===== src/rtl/axil_cmd_pkg.sv =====
// Shared types for the AXI4-Lite command master: FSM state encoding and AXI response codes.
`timescale 1ns/1ps
package axil_cmd_pkg;

    typedef enum logic [2:0] {
        IDLE    = 3'd0,
        WR_AW_W = 3'd1,
        WR_B    = 3'd2,
        RD_AR   = 3'd3,
        RD_R    = 3'd4,
        RSP     = 3'd5
    } state_e;

    localparam logic [1:0] RESP_OKAY   = 2'b00;
    localparam logic [1:0] RESP_SLVERR = 2'b10;
    localparam logic [1:0] RESP_DECERR = 2'b11;

endpackage


===== src/rtl/axil_cmd_master.sv =====
// Turns single read/write commands into AXI4-Lite transactions, one outstanding at a time.
// Every channel uses valid/ready: a transfer happens on a rising edge where both are high; a
// producer never drops valid or changes payload before that edge, and all outputs are registered.
`timescale 1ns/1ps
module axil_cmd_master
    import axil_cmd_pkg::*;
#(
    parameter int C_M_AXI_DATA_WIDTH = 32,
    parameter int C_M_AXI_ADDR_WIDTH = 5
) (
    input  logic                            M_AXI_ACLK,
    input  logic                            M_AXI_ARESETN,
    input  logic                            cmd_valid,
    output logic                            cmd_ready,
    input  logic                            cmd_write,
    input  logic [C_M_AXI_ADDR_WIDTH-1:0]   cmd_addr,
    input  logic [C_M_AXI_DATA_WIDTH-1:0]   cmd_wdata,
    input  logic [C_M_AXI_DATA_WIDTH/8-1:0] cmd_wstrb,
    output logic                            rsp_valid,
    input  logic                            rsp_ready,
    output logic [C_M_AXI_DATA_WIDTH-1:0]   rsp_rdata,
    output logic [1:0]                      rsp_resp,
    output logic [C_M_AXI_ADDR_WIDTH-1:0]   M_AXI_AWADDR,
    output logic [2:0]                      M_AXI_AWPROT,
    output logic                            M_AXI_AWVALID,
    input  logic                            M_AXI_AWREADY,
    output logic [C_M_AXI_DATA_WIDTH-1:0]   M_AXI_WDATA,
    output logic [C_M_AXI_DATA_WIDTH/8-1:0] M_AXI_WSTRB,
    output logic                            M_AXI_WVALID,
    input  logic                            M_AXI_WREADY,
    input  logic [1:0]                      M_AXI_BRESP,
    input  logic                            M_AXI_BVALID,
    output logic                            M_AXI_BREADY,
    output logic [C_M_AXI_ADDR_WIDTH-1:0]   M_AXI_ARADDR,
    output logic [2:0]                      M_AXI_ARPROT,
    output logic                            M_AXI_ARVALID,
    input  logic                            M_AXI_ARREADY,
    input  logic [C_M_AXI_DATA_WIDTH-1:0]   M_AXI_RDATA,
    input  logic [1:0]                      M_AXI_RRESP,
    input  logic                            M_AXI_RVALID,
    output logic                            M_AXI_RREADY,
    output state_e                          dbg_state
);

    state_e state;

    assign M_AXI_AWPROT = 3'b000;
    assign M_AXI_ARPROT = 3'b000;
    assign dbg_state    = state;

    always_ff @(posedge M_AXI_ACLK or negedge M_AXI_ARESETN) begin
        if (!M_AXI_ARESETN) begin
            state         <= IDLE;
            cmd_ready     <= 1'b0;
            rsp_valid     <= 1'b0;
            rsp_rdata     <= '0;
            rsp_resp      <= '0;
            M_AXI_AWADDR  <= '0;
            M_AXI_AWVALID <= 1'b0;
            M_AXI_WDATA   <= '0;
            M_AXI_WSTRB   <= '0;
            M_AXI_WVALID  <= 1'b0;
            M_AXI_BREADY  <= 1'b0;
            M_AXI_ARADDR  <= '0;
            M_AXI_ARVALID <= 1'b0;
            M_AXI_RREADY  <= 1'b0;
        end else begin
            case (state)
                IDLE: begin
                    cmd_ready <= 1'b1;
                    if (cmd_valid && cmd_ready) begin
                        cmd_ready <= 1'b0;
                        if (cmd_write) begin
                            M_AXI_AWADDR  <= cmd_addr;
                            M_AXI_WDATA   <= cmd_wdata;
                            M_AXI_WSTRB   <= cmd_wstrb;
                            M_AXI_AWVALID <= 1'b1;
                            M_AXI_WVALID  <= 1'b1;
                            state         <= WR_AW_W;
                        end else begin
                            M_AXI_ARADDR  <= cmd_addr;
                            M_AXI_ARVALID <= 1'b1;
                            state         <= RD_AR;
                        end
                    end
                end
                WR_AW_W: begin
                    // AW and W complete independently; a channel already done counts as finished.
                    if (M_AXI_AWREADY) M_AXI_AWVALID <= 1'b0;
                    if (M_AXI_WREADY)  M_AXI_WVALID  <= 1'b0;
                    if ((!M_AXI_AWVALID || M_AXI_AWREADY) && (!M_AXI_WVALID || M_AXI_WREADY)) begin
                        M_AXI_BREADY <= 1'b1;
                        state        <= WR_B;
                    end
                end
                WR_B: begin
                    if (M_AXI_BVALID) begin
                        M_AXI_BREADY <= 1'b0;
                        rsp_resp     <= M_AXI_BRESP;
                        rsp_rdata    <= '0;
                        rsp_valid    <= 1'b1;
                        state        <= RSP;
                    end
                end
                RD_AR: begin
                    if (M_AXI_ARREADY) begin
                        M_AXI_ARVALID <= 1'b0;
                        M_AXI_RREADY  <= 1'b1;
                        state         <= RD_R;
                    end
                end
                RD_R: begin
                    if (M_AXI_RVALID) begin
                        M_AXI_RREADY <= 1'b0;
                        rsp_resp     <= M_AXI_RRESP;
                        rsp_rdata    <= M_AXI_RDATA;
                        rsp_valid    <= 1'b1;
                        state        <= RSP;
                    end
                end
                RSP: begin
                    if (rsp_ready) begin
                        rsp_valid <= 1'b0;
                        cmd_ready <= 1'b1;
                        state     <= IDLE;
                    end
                end
                default: state <= IDLE;
            endcase
        end
    end

endmodule


===== config.mk =====
export PLATFORM = sky130hd
export DESIGN_NAME = axil_cmd_master
export DESIGN_NICKNAME = d
export VERILOG_FILES = /design/src/rtl/axil_cmd_pkg.sv /design/src/rtl/axil_cmd_master.sv
export SDC_FILE = /design/constraint.sdc
export NUM_CORES = 1
export LEC_CHECK = 0
export ABC_AREA = 1
export CAP_MARGIN = 20
export CORE_MARGIN = 2
export CORE_UTILIZATION = 41
export DETAILED_ROUTE_END_ITERATION = 8
export GPL_TIMING_DRIVEN = 0
export PLACE_DENSITY_LB_ADDON = 0.05
export SYNTH_ARGS = -nofsm -noshare
export SYNTH_HDL_FRONTEND = slang
export SYNTH_SLANG_ARGS = --single-unit

===== constraint.sdc =====
create_clock -name M_AXI_ACLK -period 1.7 [get_ports M_AXI_ACLK]
set_clock_uncertainty 0.2 [all_clocks]
set_input_delay 0.17 -clock M_AXI_ACLK [delete_from_list [all_inputs] [get_ports M_AXI_ACLK]]
set_output_delay 0.17 -clock M_AXI_ACLK [all_outputs]
set_load 0.02 [all_outputs]

==> impl_metrics.ini <==
[min_path]
hold_class = in -> async

[power_and_ir_drop]
power.density_nw_per_um2 = 1721
switching_share_pct = 42.89
power_frac_clock_pct = 13.9
peakVddDrop_v = 0.0008319
p_int_w = 0.006084
leakage_nw = 3.463
comb_power_share_pct = 52.0
p_sw_w = 0.004568
seq_power_share_pct = 34.1

[cts]
cts_buffer_depth = 2
cts_tree = yes
cts_sinks = 90
cts-root-buf = clkbuf_8
clkTransAtPathRegs_ps = 90
clk_latency_ps = 340
cts_buffers = 9
cts-htree-levels = 3

[global_routing]
track_usage_pct = 20.49
overflow = 0
grt_pass1_wl_microns = 16320
grt_pass1_vias = 3403
antenna_found_initial = 0
grt_start_max_net_pins = 68

[outcome]
status = finished, final reports clean

[synth]
yosys_warnings = 0
yosysUniqueCellTypes = 23
synth_area_sq_um = 3859
syn_inst = 435
ys_seq_area_share_pct = 58.37
synth_seq_cells = 90
syn_area_per_cell_sq_um = 8.871

[cells_and_area]
drive_above_1_share_pct = 16.56
n_antenna_cell = 0
stdcell_count = 757
fin_area_sq_um = 6188
fin_nets = 728
area_growth_pct = 60.38
most-common-layout-cells = nand2_1, dfrtp_1, clkdlybuf4s50_1, dlygate4sd2_1, nand2_2
final_common_cell = nand2_1
regArea_sq_um = 2255
num-fill-cells = 788
multiInputGateArea_sq_um = 1393

[floorplanning]
ios = 183
die_w_microns = 101.0
die_area_sq_um = 10200
initial_utilization_pct = 41.96
die_h_microns = 101.0
std_cell_rows = 35
core_region_area_sq_um = 9196

[critical_path]
worst_path_max_delay_cell = dfrtp_2
cp.arrival_ps = 1700
critPathMostFrequentCell = nand2_2
critPathLaunchType = flip-flop
critical-path-top-delay-family = simple AND/OR/NAND/NOR gates
critical_path.max_fanout = 10
critPathBufInv = 2
slowest_delay_ps = 450
cp_cell_sequence = nor2_4 -> nand2_2 -> nand2_2 -> nand3_4 -> buf_6 -> buf_12 -> nand2_1 -> o21ai_1
critPathKind = reg -> reg
setup.worst_path.end_class = flip-flop
cp.required_ps = 1730

[sta]
fmax_mhz = 598.9
period_share_pct = 98.23
finalSetupViolCount = 0
whs_ps = 62.18
rsz0062_at_grt = true
hold_viol_final = 0
maxSlewViolCount = 0
fin_tns_setup_ps = 0
fin_crit_ps = 1670
setup_ws_ps = 30.17

[placement]
dp_cells = 728
dp_hpwl_microns = 7354
place_congestion = 0.8040
place_ws_ps = -202.6
portBuffers = 176
placed_cell_area_sq_um = 5803

[drt]
wl_per_cell_microns = 13.67
ant_nets = 0
vias = 3485
drt-vias-per-instance = 4.604
routed_wl_microns = 10350
firstDrtPassIters = 4
drtIter0Drc = 118
drc = 0

[run]
timing.max_cap.violations = 0
## cell usage after synthesis (all sizes together)
cell / number / area share [%]
nor2: 10 / 1.4
nand2: 223 / 23
nand3: 11 / 1.9
o21ai: 46 / 7.7
buf: 25 / 4.9
clkinv: 1 / 0.097
a21oi: 4 / 0.52
clkbuf: 1 / 0.097
inv: 22 / 2.1
conb: 1 / 0.097
nor3: 1 / 0.26
dfrtp: 90 / 58
## final timing paths
kind | depth (start not counted) | slack (ps) | end | from
min in group M_AXI_ACLK | 3 | 150 | M_AXI_WDATA[19] | cmd_wdata[19]
worst min register to register | 2 | 280 | M_AXI_WSTRB[3] | M_AXI_WSTRB[3]
worst max-delay path | 8 | 30 | rsp_rdata[2] | dbg_state[1]
max in group asynchronous | 3 | 570 | dbg_state[0] | M_AXI_ARESETN
worst max register to register | 8 | 30 | rsp_rdata[2] | dbg_state[1]
worst min-delay path | 2 | 60 | rsp_rdata[23] | M_AXI_ARESETN
## worst reg2reg max path, delay by kind of cell, from the launching register on
kind / cells / cell delay (ps)
AOI/OAI and AO/OA: 1 / 50
buffers and inverters: 2 / 320
and+or+nand+nor: 5 / 530
DFF: 1 / 450
## sequential cells by signal, indices dropped and copies added, names as in the netlist
signal,count
rsp_rdata,32
dbg_state,3
M_AXI_WVALID,1
M_AXI_AWADDR,5
rsp_resp,2
M_AXI_ARVALID,1
M_AXI_AWVALID,1
cmd_ready,1
M_AXI_RREADY,1
M_AXI_ARADDR,5
M_AXI_BREADY,1
rsp_valid,1
M_AXI_WSTRB,4
M_AXI_WDATA,32
## cells by family (layout without fill, tap and decap cells)
logic type      after synthesis  after routing  share of synthesized area, %
other cells                   1              6                       0.09718
simple gates                245            245                         26.10
compound gates               50             50                         8.236
flops                        90             90                         58.37
buf+inv                      49            255                         7.198
## through the flow
step	utilization (%)	total power (W)
floorplan	-	0.006832
global placement	62.83	0.009478
detailed placement	63.10	0.009574
CTS	66.20	0.01072
global route	67.29	0.01144
finish	67.29	0.01065
## power by group through the flow
stage | clock (W) | sequential (W) | combinational, W
3_5_place_dp | 0 | 0.00370 | 0.00587
4_1_cts | 0.00153 | 0.00364 | 0.00555
6_report | 0.00149 | 0.00363 | 0.00554
5_1_grt | 0.00162 | 0.00376 | 0.00607
3_3_place_gp | 0 | 0.00367 | 0.00580
2_1_floorplan | 0 | 0.00488 | 0.00195
## final cells by class
type                       count  share of cell area, %
buffer                        26                  3.963
clock buffer                  11                  2.285
clock inverter                 5                  1.011
inverter                      23                  1.436
multi-input combinational    301                  22.50
sequential                    90                  36.43
tap                          111                  2.244
timing repair buffer         190                  30.13
## per-layer routing
layer	track usage (%)	vias up	routed length (microns)
met5	0	-	0
met4	7.796	0	172
met3	5.895	13	790
met2	32.82	115	4889
met1	26.43	1619	4496
li1	-	1738	-
## timing repair
| action | CTS | global route |
|---|---|---|
| pin swaps | 16 | 1 |
| setup endpoints to repair | 145 | 97 |
| hold buffers | 1 | 0 |
| setup buffers | 9 | 0 |
| gates resized for setup | 100 | 42 |
| hold endpoints to repair | 90 | 0 |
| gates cloned | 2 | 1 |
No activity file was read; power rests on OpenSTA's default activity.
